==> src/rtl/board_mem_pkg.sv <==
// Shared constants and types for the battleship board-memory arbiter.
package board_mem_pkg;

    // Default board geometry: 32 rows of 64 cells per player.
    localparam int DEF_ROW_W  = 64;
    localparam int DEF_ADDR_W = 5;

    // Client slots on the arbiter.
    localparam int CLI_VALIDADOR = 0;
    localparam int CLI_COLISOR   = 1;
    localparam int CLI_PONTUACAO = 2;
    localparam int CLI_VGA       = 3;

    // Board RAM index per player.
    localparam int P1 = 0;
    localparam int P2 = 1;

    typedef enum logic {
        ST_IDLE  = 1'b0,
        ST_OWNED = 1'b1
    } arb_state_t;

endpackage

==> src/rtl/rr_arbiter.sv <==
// Combinational one-hot arbiter: round-robin from i_ptr, or fixed priority
// (index 0 highest) when FIXED_PRIO is set. i_ptr is ignored in fixed mode.
module rr_arbiter #(
    parameter int N          = 4,
    parameter bit FIXED_PRIO = 1'b0,
    localparam int IDX_W     = (N > 1) ? $clog2(N) : 1
) (
    input  logic [N-1:0]     i_req,
    input  logic [IDX_W-1:0] i_ptr,
    output logic [N-1:0]     o_gnt,
    output logic [IDX_W-1:0] o_idx,
    output logic             o_any
);

    int             w_j;
    logic [IDX_W-1:0] w_cand;
    logic           w_found;

    // Scan candidates starting at the pointer (or at 0), first requester wins.
    always_comb begin
        o_gnt   = '0;
        o_idx   = '0;
        w_found = 1'b0;
        w_j     = 0;
        w_cand  = '0;
        for (int i = 0; i < N; i++) begin
            w_j = FIXED_PRIO ? i : int'(i_ptr) + i;
            if (w_j >= N) w_j = w_j - N;
            w_cand = IDX_W'(w_j);
            if (!w_found && i_req[w_cand]) begin
                w_found       = 1'b1;
                o_gnt[w_cand] = 1'b1;
                o_idx         = w_cand;
            end
        end
        o_any = w_found;
    end

endmodule

==> src/rtl/board_mem_arbiter.sv <==
// Arbiter between game-logic engines and the per-player board RAMs.
// A granted owner issues one row read or write per cycle while it holds req;
// a burst limit forces rotation when another engine is waiting.
module board_mem_arbiter
    import board_mem_pkg::*;
#(
    parameter int N_CLIENTS  = 4,
    parameter int N_PLAYERS  = 2,
    parameter int ROW_W      = DEF_ROW_W,
    parameter int ADDR_W     = DEF_ADDR_W,
    parameter int MAX_BURST  = 16,
    parameter bit FIXED_PRIO = 1'b0,
    localparam int PSEL_W    = (N_PLAYERS > 1) ? $clog2(N_PLAYERS) : 1
) (
    input  logic                          clk,
    input  logic                          resetGeral,
    input  logic [N_CLIENTS-1:0]          req,
    input  logic [N_CLIENTS-1:0]          we,
    input  logic [N_CLIENTS*PSEL_W-1:0]   psel,
    input  logic [N_CLIENTS*ADDR_W-1:0]   addr,
    input  logic [N_CLIENTS*ROW_W-1:0]    wdata,
    output logic [N_CLIENTS-1:0]          gnt,
    output logic [N_CLIENTS-1:0]          rvalid,
    output logic [ROW_W-1:0]              rdata,
    output logic                          err,
    output logic [ADDR_W-1:0]             mem_addr,
    output logic [ROW_W-1:0]              mem_wdata,
    output logic [N_PLAYERS-1:0]          mem_wren,
    input  logic [N_PLAYERS*ROW_W-1:0]    mem_rdata
);

    localparam int IDX_W = $clog2(N_CLIENTS);
    localparam int CNT_W = $clog2(MAX_BURST + 1);

    arb_state_t           r_state, w_state_nxt;
    logic [N_CLIENTS-1:0] r_gnt, w_gnt_nxt;
    logic [IDX_W-1:0]     r_owner, w_owner_nxt, r_rr_ptr, w_rr_ptr_nxt, w_owner_inc;
    logic [CNT_W-1:0]     r_cnt, w_cnt_nxt, w_cnt_inc;
    logic                 r_err;
    logic [N_CLIENTS-1:0] r_rvalid;
    logic [PSEL_W-1:0]    r_rd_psel;
    logic                 r_rd_ok;

    logic [N_CLIENTS-1:0] w_win_gnt;
    logic [IDX_W-1:0]     w_win_idx;
    logic                 w_win_any;
    logic                 w_owned, w_beat, w_o_we, w_psel_ok, w_others;
    logic [PSEL_W-1:0]    w_o_psel;
    logic [ADDR_W-1:0]    w_o_addr;
    logic [ROW_W-1:0]     w_o_wdata;

    rr_arbiter #(
        .N          (N_CLIENTS),
        .FIXED_PRIO (FIXED_PRIO)
    ) u_arb (
        .i_req (req),
        .i_ptr (r_rr_ptr),
        .o_gnt (w_win_gnt),
        .o_idx (w_win_idx),
        .o_any (w_win_any)
    );

    // Owner's beat fields, selected by the registered owner index.
    assign w_owned   = (r_state == ST_OWNED);
    assign w_beat    = w_owned & req[r_owner];
    assign w_o_we    = we[r_owner];
    assign w_o_psel  = psel[r_owner*PSEL_W +: PSEL_W];
    assign w_o_addr  = addr[r_owner*ADDR_W +: ADDR_W];
    assign w_o_wdata = wdata[r_owner*ROW_W +: ROW_W];
    assign w_psel_ok = (int'(w_o_psel) < N_PLAYERS);
    assign w_others  = |(req & ~r_gnt);

    assign w_cnt_inc   = (r_cnt == CNT_W'(MAX_BURST)) ? r_cnt : r_cnt + CNT_W'(1);
    assign w_owner_inc = (r_owner == IDX_W'(N_CLIENTS - 1)) ? '0 : r_owner + IDX_W'(1);

    // Next-state: grant from IDLE; release on req drop or exhausted burst under contention.
    always_comb begin
        w_state_nxt  = r_state;
        w_gnt_nxt    = r_gnt;
        w_owner_nxt  = r_owner;
        w_cnt_nxt    = r_cnt;
        w_rr_ptr_nxt = r_rr_ptr;
        case (r_state)
            ST_IDLE: begin
                if (w_win_any) begin
                    w_state_nxt = ST_OWNED;
                    w_gnt_nxt   = w_win_gnt;
                    w_owner_nxt = w_win_idx;
                    w_cnt_nxt   = '0;
                end
            end
            ST_OWNED: begin
                if (w_beat) w_cnt_nxt = w_cnt_inc;
                if (!w_beat || (w_cnt_inc == CNT_W'(MAX_BURST) && w_others)) begin
                    w_state_nxt  = ST_IDLE;
                    w_gnt_nxt    = '0;
                    w_cnt_nxt    = '0;
                    w_rr_ptr_nxt = w_owner_inc;
                end
            end
            default: w_state_nxt = ST_IDLE;
        endcase
    end

    // FSM, grant and rotation state.
    always_ff @(posedge clk or posedge resetGeral) begin
        if (resetGeral) begin
            r_state  <= ST_IDLE;
            r_gnt    <= '0;
            r_owner  <= '0;
            r_cnt    <= '0;
            r_rr_ptr <= '0;
        end else begin
            r_state  <= w_state_nxt;
            r_gnt    <= w_gnt_nxt;
            r_owner  <= w_owner_nxt;
            r_cnt    <= w_cnt_nxt;
            r_rr_ptr <= w_rr_ptr_nxt;
        end
    end

    // Read-return tracking aligned with the RAM's one-cycle read latency; sticky psel error.
    always_ff @(posedge clk or posedge resetGeral) begin
        if (resetGeral) begin
            r_rvalid  <= '0;
            r_rd_psel <= '0;
            r_rd_ok   <= 1'b0;
            r_err     <= 1'b0;
        end else begin
            r_rvalid  <= (w_beat && !w_o_we) ? r_gnt : '0;
            r_rd_psel <= w_o_psel;
            r_rd_ok   <= w_psel_ok;
            r_err     <= r_err | (w_beat & ~w_psel_ok);
        end
    end

    // RAM-side drive and read-data return; out-of-range players never match p.
    always_comb begin
        mem_addr  = '0;
        mem_wdata = '0;
        mem_wren  = '0;
        rdata     = '0;
        if (w_owned) begin
            mem_addr  = w_o_addr;
            mem_wdata = w_o_wdata;
        end
        for (int p = 0; p < N_PLAYERS; p++) begin
            if (w_beat && w_o_we && (w_o_psel == PSEL_W'(p)))
                mem_wren[p] = 1'b1;
            if ((|r_rvalid) && r_rd_ok && (r_rd_psel == PSEL_W'(p)))
                rdata = mem_rdata[p*ROW_W +: ROW_W];
        end
    end

    assign gnt    = r_gnt;
    assign rvalid = r_rvalid;
    assign err    = r_err;

endmodule

==> config.mk <==
export PLATFORM = sky130hd
export DESIGN_NAME = board_mem_arbiter
export DESIGN_NICKNAME = d
export VERILOG_FILES = /design/src/rtl/board_mem_pkg.sv /design/src/rtl/rr_arbiter.sv /design/src/rtl/board_mem_arbiter.sv
export SDC_FILE = /design/constraint.sdc
export NUM_CORES = 1
export LEC_CHECK = 0
export ABC_AREA = 1
export BUFFER_PORTS_ARGS = -buffer_cell sky130_fd_sc_hd__clkbuf_2
export CAP_MARGIN = 20
export CORE_AREA = 2 2 218 220
export CTS_BUF_LIST = sky130_fd_sc_hd__clkbuf_4 sky130_fd_sc_hd__clkbuf_8
export DETAILED_ROUTE_END_ITERATION = 6
export DIE_AREA = 0 0 220 222
export REMOVE_ABC_BUFFERS = 1
export SYNTH_ARGS = -nofsm -noshare
export SYNTH_HDL_FRONTEND = slang
export SYNTH_SLANG_ARGS = --single-unit
==> constraint.sdc <==
create_clock -name clk -period 1.59 [get_ports clk]
set_input_delay 0.318 -clock clk [delete_from_list [all_inputs] [get_ports clk]]
set_output_delay 0.318 -clock clk [all_outputs]
set_load 0.02 [all_outputs]
==> results.json, run 1 <==
{
  "outcome": "complete, but fails checks",
  "violations": "setup timing",
  "path_clk_slew_ns": 0.09,
  "via_count_of_the_first_global_routing_pass": 8600,
  "vias_per_cell": 4.17,
  "synthMostInstantiatedCell": "sky130_fd_sc_hd__nor2_1",
  "max-cap-violations": 0,
  "wp_buf_inv": 4,
  "top_area_cell_type_share_of_the_netlist_area": 0.230,
  "post_cts_hold_fix_bufs": 0,
  "ant_nets": 0,
  "fin_area_sq_um": 13400,
  "synth.area.top_cells": "sky130_fd_sc_hd__nor2_1, sky130_fd_sc_hd__o21ai_0, sky130_fd_sc_hd__inv_1",
  "netlist_area_sq_um": 4770,
  "synth.area.mux_share": 0,
  "path_max_fanout": 6,
  "post_synth_most_frequent_cells": "sky130_fd_sc_hd__nor2_1, sky130_fd_sc_hd__inv_1, sky130_fd_sc_hd__o21ai_0",
  "yosysWarnings": 0,
  "route.top_layer_used": "met4",
  "die_w_microns": 220,
  "tritoncts": "yes",
  "synth_top_flop_cell": "sky130_fd_sc_hd__dfrtp_1",
  "fin_crit_sh": 1.36,
  "crit_path_cell_trace": "buf_12 > buf_12 > buf_12 > nor2_4 > nor2_2 > o21ai_2 > a21oi_2 > clkbuf_8",
  "synth.ff_latch_count": 20,
  "cts.sinks": 20,
  "wire_length_on_met2_mm": 19.5,
  "fillCellCount": 4896,
  "boundaryPins": 562,
  "dr_wl_met3_mm": 2.94,
  "total_power_mw": 22.7,
  "power.density_cell_area_nw_per_um2": 1690,
  "die_height_microns": 222,
  "rows": 79,
  "rsz0062_at_grt": "true",
  "finalHoldViolCount": 0,
  "port_buffers": 560,
  "leakage_nw": 6.53,
  "drt_first_pass_iters": 5,
  "grt_max_degree": 37,
  "xor_xnor_share_of_the_synthesized_area": 0.00184,
  "post-dp-hpwl_mm": 25.7,
  "critPathTopFamily": "buffers and inverters",
  "detail_route.wl_per_cell_microns": 16.9,
  "antenna_found_initial": 4,
  "htree_num_levels": 1,
  "wp_data_arrival_ns": 1.85,
  "synthesis.instances": 955,
  "synthDistinctLibCells": 34,
  "initial_utilization": 0.103,
  "synth-adder-area-share": 0.0288,
  "area_growth_pct": 181,
  "globalplace.congestion": 0.976,
  "maxClockFrequency_mhz": 461,
  "synth_compound_gate_area_share": 0.342,
  "crit_path_frequent_cell": "sky130_fd_sc_hd__buf_12",
  "worstSetupStartpointType": "flip-flop",
  "wire_length_of_the_first_global_routing_pass_mm": 48.2,
  "fp.dieArea_sq_um": 48800,
  "wl_met1_mm": 13.6,
  "criticalPathCategory": "flip-flop to output pin",
  "critPathRequiredTime_ns": 1.27,
  "drive_gt1_frac": 0.661,
  "global_route.usage.total": 0.128,
  "post_synth_edffs": 0,
  "cp_slowest_cell": "sky130_fd_sc_hd__dfrtp_4",
  "clock_latency_ns": 0.27,
  "placeableCoreArea_sq_um": 46300,
  "post-synth-top-area-cell": "sky130_fd_sc_hd__nor2_1",
  "yosys.area_share.simple": 0.334,
  "final.min_clock_period_ns": 2.17,
  "postSynth.asyncResetShare": 1.00,
  "slew_viol_final": 0,
  "tritoncts.num_buffers": 3,
  "cts-root-to-sink-buffers": 2,
  "seq_area_sq_um": 507,
  "drc_errors": 0,
  "postRouteWirelength_mm": 37.9,
  "routed-via-count": 9365,
  "slowest_delay_ns": 0.47,
  "post_dp_cell_area_sq_um": 9170,
  "nNetsFinal": 2066,
  "cts_root_buffer": "sky130_fd_sc_hd__clkbuf_8",
  "stdcell_count": 2244,
  "cp-end-kind": "output pin",
  "synth_top_family_by_area": "compound AO/OA/AOI/OAI gates",
  "setup_viol": 148,
  "synth_area_per_cell_sq_um": 5.00,
  "class_of_the_tightest_hold_or_removal_check": "primary input to async pin",
  "maximum_vdd_ir_drop_mv": 0.989,
  "placedCellCount": 2170,
  "multi_input_area_sq_um": 5380,
  "globalRouteOverflowTotal": 0,
  "dpl_worst_slack_ns": -0.362,
  "setup-tns-final_ns": -57.94,
  "ys_seq_area_frac": 0.105,
  "finalWorstSetupSlack_ns": -0.580,
  "finalClockSkew_ns": 0.00736,
  "detailedRoute.firstIterationViolations": 591
}
-- layout by cell type (no fill, tap or decap), types with 8 or more instances in the layout --
cell	synthesis	routed
sky130_fd_sc_hd__nor2_2	0	63
sky130_fd_sc_hd__o21ai_2	0	45
sky130_fd_sc_hd__buf_4	2	111
sky130_fd_sc_hd__buf_6	3	96
sky130_fd_sc_hd__ha_1	11	8
sky130_fd_sc_hd__inv_1	148	141
sky130_fd_sc_hd__buf_16	0	11
sky130_fd_sc_hd__a21oi_1	77	51
sky130_fd_sc_hd__o22ai_4	0	53
sky130_fd_sc_hd__nor2_4	1	52
sky130_fd_sc_hd__o21ai_4	1	9
sky130_fd_sc_hd__a21oi_2	1	25
sky130_fd_sc_hd__clkbuf_16	0	14
sky130_fd_sc_hd__nand2_4	3	14
sky130_fd_sc_hd__buf_12	0	32
sky130_fd_sc_hd__o21ai_0	141	34
sky130_fd_sc_hd__o21ai_1	5	59
sky130_fd_sc_hd__nand2_2	3	19
sky130_fd_sc_hd__inv_2	4	8
sky130_fd_sc_hd__buf_8	0	37
sky130_fd_sc_hd__clkbuf_8	0	11
sky130_fd_sc_hd__nand3_1	24	14
sky130_fd_sc_hd__nand2_1	64	37
sky130_fd_sc_hd__dfrtp_1	20	17
sky130_fd_sc_hd__o22ai_2	0	12
sky130_fd_sc_hd__clkbuf_2	0	430
sky130_fd_sc_hd__nor2_1	293	179
-- per-stage QoR --
stage,hold WS (ns),util
final,0.0718,0.290
after global routing,0.0943,0.290
after CTS,0.0767,0.246
after detailed placement,0.375,0.198
after global placement,0.371,0.198
after floorplan,0.282,-
-- sequential cells by signal, indices dropped and copies added (netlist names) --
name and flops:
r_cnt 5, gnt 4, r_owner 2, r_rr_ptr 2, r_rd_psel 1, r_rd_ok 1
r_state 1, rvalid 4
-- kinds of logic after synthesis --
logic type / count (synthesis)
other: 2
adders and majority gates: 11
AOI/OAI and AO/OA: 299
xor gates and xnor gates: 1
and+or+nand+nor: 397
DFF: 20
buffers and inverters: 225
-- where the power goes --
part / total (mW) / switching (mW) / internal [mW]
logic: 21.4 / 11.2 / 10.1
clock network: 0.537 / 0.200 / 0.337
registers: 0.836 / 0.168 / 0.668
total: 22.7 / 11.6 / 11.1
-- path summary, 6_finish.rpt --
path | startpoint | end | slack (ns) | depth (start not counted)
worst max-delay path | r_owner[0]$_DFFE_PP0P_ | mem_wdata[32] | -0.58 | 8
worst min-delay path | resetGeral | rvalid[3]$_DFF_PP0_ | 0.07 | 3
worst max register to register | r_rr_ptr[0]$_DFFE_PP0P_ | gnt[2]$_DFFE_PP0P_ | -0.08 | 12
worst min register to register | gnt[3]$_DFFE_PP0P_ | gnt[3]$_DFFE_PP0P_ | 0.52 | 2
max in group asynchronous | resetGeral | r_owner[0]$_DFFE_PP0P_ | 1.24 | 3
min in group clk | psel[2] | r_rd_psel$_DFF_PP0_ | 0.45 | 4
-- per-layer routing --
metal / vias up / track usage
met5: - / 0
met4: 0 / 0.0424
met3: 91 / 0.0226
met2: 504 / 0.246
met1: 4316 / 0.140
li1: 4454 / -
-- what timing repair did --
action | in CTS | in global routing
endpoints found under the setup margin | 151 | 153
pin swaps | 78 | 145
buffers inserted | 40 | 14
cloned | 17 | 14
endpoints found under the hold margin | 0 | 0
gates resized for setup | 448 | 547
-- layout make-up --
type | instances | area share
Tap cell | 607 | 0.0566
Timing Repair Buffer | 747 | 0.453
Antenna cell | 1 | 0.000186
Timing Repair inverter | 1 | 0.000653
Clock buffer | 3 | 0.00308
Sequential cell | 20 | 0.0378
Inverter | 153 | 0.0453
Clock inverter | 1 | 0.00224
Multi-Input combinational cell | 711 | 0.401
-- tightest hold or removal path, delay by kind of cell --
family	cells	cell delay, ns
buf+inv	3	0.42
Note: power is estimated with default switching activity, not from simulation.
==> run 2: changes to the inputs <==
Settings changed: CORE_AREA 2 2 218 220 to 2 2 219 221, DIE_AREA 0 0 220 222 to 0 0 221 223, SYNTH_HIERARCHICAL set to 1.
==> results.json, run 2 <==
{
  "outcome": "complete, but fails checks",
  "violations": "setup timing",
  "hold_ws_ns": 0.0563,
  "die_w_microns": 221,
  "largest_register_ffs": 5,
  "clock_latency_ns": 0.26,
  "finalHoldViolCount": 0,
  "synth.ff_latch_count": 20,
  "drt_first_pass_iters": 5,
  "cp-end-kind": "output pin",
  "power.density_cell_area_nw_per_um2": 1630,
  "area_growth_pct": 124,
  "globalplace.congestion": 0.920,
  "fin_crit_sh": 1.32,
  "path_max_fanout": 11,
  "crit-reg2reg-launch": "r_owner[0]$_DFFE_PP0P_",
  "post_synth_most_frequent_cells": "sky130_fd_sc_hd__nor2_1, sky130_fd_sc_hd__inv_1, sky130_fd_sc_hd__o21ai_0",
  "global_route.usage.total": 0.121,
  "crit_path_cell_trace": "buf_12 > buf_6 > nor2_1 > nor2_1 > o21ai_0 > a21oi_1 > buf_4",
  "class_of_the_tightest_hold_or_removal_check": "primary input to async pin",
  "detail_route.wl_per_cell_microns": 16.0,
  "boundaryPins": 562,
  "netlist_area_sq_um": 4820,
  "critPathRequiredTime_ns": 1.27,
  "postSynth.asyncResetShare": 1.00,
  "synth.area.top_cells": "sky130_fd_sc_hd__nor2_1, sky130_fd_sc_hd__o21ai_0, sky130_fd_sc_hd__inv_1",
  "synthDistinctLibCells": 33,
  "max-cap-violations": 0,
  "worstSetupStartpoint": "r_owner[0]$_DFFE_PP0P_",
  "leakage_nw": 5.84,
  "setup_viol": 152,
  "post-synth-top-area-cell": "sky130_fd_sc_hd__nor2_1",
  "detailedRoute.firstIterationViolations": 385,
  "synthMostInstantiatedCell": "sky130_fd_sc_hd__nor2_1",
  "worstSetupStartpointType": "flip-flop",
  "port_buffers": 560,
  "wire_length_of_the_first_global_routing_pass_mm": 45.9,
  "cts.sinks": 20,
  "crit_path_frequent_cell": "sky130_fd_sc_hd__nor2_1",
  "maximum_vdd_ir_drop_mv": 0.793,
  "via_count_of_the_first_global_routing_pass": 7846,
  "cts-root-to-sink-buffers": 2,
  "layout.core_utilization": 0.229,
  "rsz0062_at_grt": "true",
  "die_height_microns": 223,
  "post-dp-hpwl_mm": 27.9,
  "setup-tns-final_ns": -54.09,
  "dpl_worst_slack_ns": -0.505,
  "path_clk_slew_ns": 0.08,
  "most_flops_register": "r_cnt",
  "fp.dieArea_sq_um": 49300,
  "cp_slowest_cell": "sky130_fd_sc_hd__dfrtp_4",
  "post_synth_edffs": 0,
  "htree_num_levels": 1,
  "globalRouteOverflowTotal": 0,
  "slew_viol_final": 0,
  "vias_per_cell": 3.99,
  "nNetsFinal": 2007,
  "final.min_clock_period_ns": 2.10,
  "postRouteWirelength_mm": 35.2,
  "slowest_delay_ns": 0.51,
  "ys_seq_area_frac": 0.104,
  "tritoncts.num_buffers": 3,
  "routed-via-count": 8782,
  "cts_root_buffer": "sky130_fd_sc_hd__clkbuf_8",
  "tritoncts": "yes",
  "setup.reg_to_reg.worst_slack_ns": -0.18,
  "finalClockSkew_ns": 0.00263,
  "top_area_cell_type_share_of_the_netlist_area": 0.226,
  "most_common_library_cell_in_the_layout_ignoring_fill_and_taps": "sky130_fd_sc_hd__clkbuf_2",
  "yosysWarnings": 6,
  "placeableCoreArea_sq_um": 47100,
  "finalWorstSetupSlack_ns": -0.510,
  "initial_utilization": 0.102,
  "layout.cells.most_common_list": "sky130_fd_sc_hd__clkbuf_2, sky130_fd_sc_hd__nor2_1, sky130_fd_sc_hd__inv_1",
  "drc_errors": 0,
  "maxClockFrequency_mhz": 476,
  "rows": 80,
  "grt_max_degree": 42,
  "wp_data_arrival_ns": 1.78,
  "synth_area_per_cell_sq_um": 5.05,
  "drive_gt1_frac": 0.534,
  "antenna_found_initial": 8,
  "criticalPathCategory": "flip-flop to output pin",
  "ant_nets": 0,
  "synthesis.instances": 954,
  "fillCellCount": 5336,
  "synth_top_flop_cell": "sky130_fd_sc_hd__dfrtp_1"
}
-- run 2: critical path: cells and delay by family, from the launching register on --
kind	cells	cell delay (ns)
AND/OR/NAND/NOR	2	0.37
AO/OA/AOI/OAI	2	0.17
flip-flops	1	0.51
buffers and inverters	3	0.46
-- run 2: logic make-up after synthesis --
family	after synthesis	share of synthesized area
simple gates	397	0.337
compound gates	298	0.337
buf+inv	228	0.198
flops	20	0.104
fa+ha+maj	8	0.0208
other cells	2	0.00156
xor+xnor	1	0.00182
-- run 2: metrics by stage --
stage               total power, mW  cell area [sq um]  instances
floorplan                      7.11               4460        885
global placement               13.4               9100       2165
detailed placement             13.3               9100       2165
CTS                            14.3               9490       2171
global route                   18.9              10800       2199
finish                         17.6              10800       2200
-- run 2: routing by layer --
metal | part of all wire | track usage | vias up
li1 | - | - | 4327
met2 | 0.49 | 0.215 | 501
met1 | 0.37 | 0.135 | 3888
met3 | 0.086 | 0.0315 | 60
met5 | 0.0011 | 0 | -
met4 | 0.049 | 0.0593 | 6
-- run 2: final cells by class --
class	instances	area, sq um	area share
antenna	5	12.5	0.00116
clock buffer	4	55.1	0.00510
inverter	159	614	0.0570
multi-input combinational	706	3950	0.366
sequential	20	505	0.0469
tap	615	769	0.0713
timing repair buffer	690	4870	0.452
timing repair inverter	1	8.76	0.000812
-- run 2: worst paths after layout --
| path | endpoint | depth (start not counted) |
|---|---|---|
| setup / recovery | mem_wdata[39] | 7 |
| hold / removal | r_rd_ok$_DFF_PP0_ | 3 |
| setup reg to reg | gnt[1]$_DFFE_PP0P_ | 10 |
| hold reg to reg | gnt[2]$_DFFE_PP0P_ | 2 |
| max in group asynchronous | r_owner[0]$_DFFE_PP0P_ | 3 |
| min in group clk | r_rd_psel$_DFF_PP0_ | 3 |
-- run 2: report_power, final --
part	switching, mW	internal (mW)
clock	0.172	0.220
combinational	9.02	7.36
sequential	0.140	0.662
total	9.33	8.24
-- run 2: timing repair --
| item | in CTS | in global routing |
|---|---|---|
| hold buffers | 0 | 0 |
| endpoints found under the setup margin | 149 | 153 |
| gates resized for setup | 88 | 401 |
| pin swaps | 6 | 55 |
| setup buffers | 1 | 14 |
| gates cloned | 1 | 15 |
==> run 3: changes to the inputs <==
Settings changed: BUFFER_PORTS_ARGS -buffer_cell sky130_fd_sc_hd__clkbuf_2 to -buffer_cell sky130_fd_sc_hd__buf_2, CAP_MARGIN 20 to 25, CORE_AREA 2 2 219 221 to 2 2 216 218, CTS_BUF_LIST sky130_fd_sc_hd__clkbuf_4 sky130_fd_sc_hd__clkbuf_8 to not set, DIE_AREA 0 0 221 223 to 0 0 218 220.
==> results.json, run 3 (synthesized netlist as in run 2, its figures left out) <==
{
  "outcome": "complete, but fails checks",
  "violations": "setup timing",
  "fillCellCount": 4978,
  "ant_nets": 0,
  "cts_root_buffer": "sky130_fd_sc_hd__clkbuf_16",
  "tritoncts": "yes",
  "initial_utilization": 0.105,
  "global_route.usage.total": 0.128,
  "critPathRequiredTime_ns": 1.27,
  "setup_viol": 148,
  "setup-tns-final_ns": -57.91,
  "post_cts_hold_fix_bufs": 0,
  "cts.sinks": 20,
  "cp-end-kind": "output pin",
  "drive_gt1_frac": 0.577,
  "rsz0062_at_grt": "true",
  "finalWorstSetupSlack_ns": -0.603,
  "detail_route.wl_per_cell_microns": 17.1,
  "vias_per_cell": 4.12,
  "die_w_microns": 218,
  "drt_first_pass_iters": 6,
  "dr_wl_met3_mm": 3.30,
  "fin_area_sq_um": 12100,
  "drc_errors": 0,
  "boundaryPins": 562,
  "maximum_vdd_ir_drop_mv": 0.774,
  "routed-via-count": 9124,
  "slew_viol_final": 0,
  "dpl_worst_slack_ns": -0.362,
  "grt_max_degree": 36,
  "clock_latency_ns": 0.26,
  "post-dp-hpwl_mm": 28.5,
  "multi_input_area_sq_um": 4680,
  "criticalPathCategory": "flip-flop to output pin",
  "seq_area_sq_um": 505,
  "antenna_found_initial": 6,
  "finalClockSkew_ns": 0.00570,
  "most_common_library_cell_in_the_layout_ignoring_fill_and_taps": "sky130_fd_sc_hd__buf_2",
  "rows": 79,
  "crit-reg2reg-launch": "r_rr_ptr[0]$_DFFE_PP0P_",
  "detailedRoute.firstIterationViolations": 660,
  "globalplace.congestion": 0.893,
  "via_count_of_the_first_global_routing_pass": 7957,
  "wire_length_on_met2_mm": 19.8,
  "globalRouteOverflowTotal": 0,
  "nNetsFinal": 2031,
  "class_of_the_tightest_hold_or_removal_check": "primary input to async pin",
  "path_max_fanout": 9,
  "wl_met1_mm": 13.0,
  "wire_length_of_the_first_global_routing_pass_mm": 46.4,
  "area_growth_pct": 150,
  "maxClockFrequency_mhz": 456,
  "cts-root-to-sink-buffers": 2,
  "most_flops_register": "r_cnt",
  "worstSetupStartpoint": "r_owner[0]$_DFFE_PP0P_",
  "placedCellCount": 2174,
  "stdcell_count": 2215,
  "route.top_layer_used": "met5",
  "worstSetupStartpointType": "flip-flop",
  "finalHoldViolCount": 0,
  "worst_r2r_path_depth": 12,
  "final.min_clock_period_ns": 2.19,
  "port_buffers": 560,
  "wp_data_arrival_ns": 1.87,
  "layout.cells.most_common_list": "sky130_fd_sc_hd__buf_2, sky130_fd_sc_hd__nor2_1, sky130_fd_sc_hd__inv_1",
  "path_clk_slew_ns": 0.06,
  "htree_num_levels": 1,
  "leakage_nw": 6.05,
  "max-cap-violations": 0,
  "fin_crit_sh": 1.38,
  "die_height_microns": 220,
  "postRouteWirelength_mm": 37.8,
  "post_dp_cell_area_sq_um": 9140,
  "fp.dieArea_sq_um": 48000,
  "tritoncts.num_buffers": 3,
  "largest_register_ffs": 5,
  "placeableCoreArea_sq_um": 45900,
  "power.density_cell_area_nw_per_um2": 1580
}
[run 3: cell type report]
class	instances	share of cell area
antenna	4	0.000831
clock inverter	1	0.00249
tap	607	0.0630
timing repair buffer	715	0.446
clock buffer	3	0.00623
multi-input combinational	706	0.388
inverter	159	0.0514
sequential	20	0.0419
[run 3: worst paths after layout]
path / slack [ns] / endpoint
setup / recovery: -0.60 / mem_wdata[37]
hold / removal: 0.08 / rvalid[3]$_DFF_PP0_
setup reg to reg: -0.14 / r_owner[1]$_DFFE_PP0P_
hold reg to reg: 0.53 / gnt[2]$_DFFE_PP0P_
max in group asynchronous: 1.24 / r_owner[0]$_DFFE_PP0P_
min in group clk: 0.53 / gnt[2]$_DFFE_PP0P_
[run 3: layer usage]
layer | up-vias | GRT usage
met5 | - | 0
met3 | 78 | 0.0277
li1 | 4394 | -
met4 | 4 | 0.0454
met2 | 542 | 0.246
met1 | 4106 | 0.137
[run 3: timing repair]
item	in CTS	in global routing
buffers inserted	11	11
gates resized for setup	183	464
pin swaps	36	44
endpoints found under the setup margin	153	153
gates cloned	9	8
[run 3: worst max-delay path, cell delays in order (launching register included)]
cell and delay, ns:
sky130_fd_sc_hd__dfrtp_4 0.54, sky130_fd_sc_hd__clkinv_8 0.12, sky130_fd_sc_hd__bufbuf_16 0.29, sky130_fd_sc_hd__buf_4 0.14, sky130_fd_sc_hd__o21ai_0 0.23, sky130_fd_sc_hd__a21oi_2 0.11, sky130_fd_sc_hd__buf_4 0.17
[run 3: report_power, final]
group          leakage (nW)  switching (mW)  internal, mW  total, mW
sequential            0.259           0.173         0.663      0.836
clock                0.0511           0.222         0.501      0.723
combinational          5.74            9.54          7.97       17.5
[run 3: stage by stage]
| step | total power [mW] | util | hold WS, ns |
|---|---|---|---|
| floorplan | 7.11 | - | 0.282 |
| global placement | 13.7 | 0.199 | 0.373 |
| detailed placement | 13.7 | 0.199 | 0.379 |
| CTS | 16.3 | 0.220 | 0.0939 |
| global route | 20.3 | 0.263 | 0.105 |
| finish | 19.1 | 0.263 | 0.0823 |
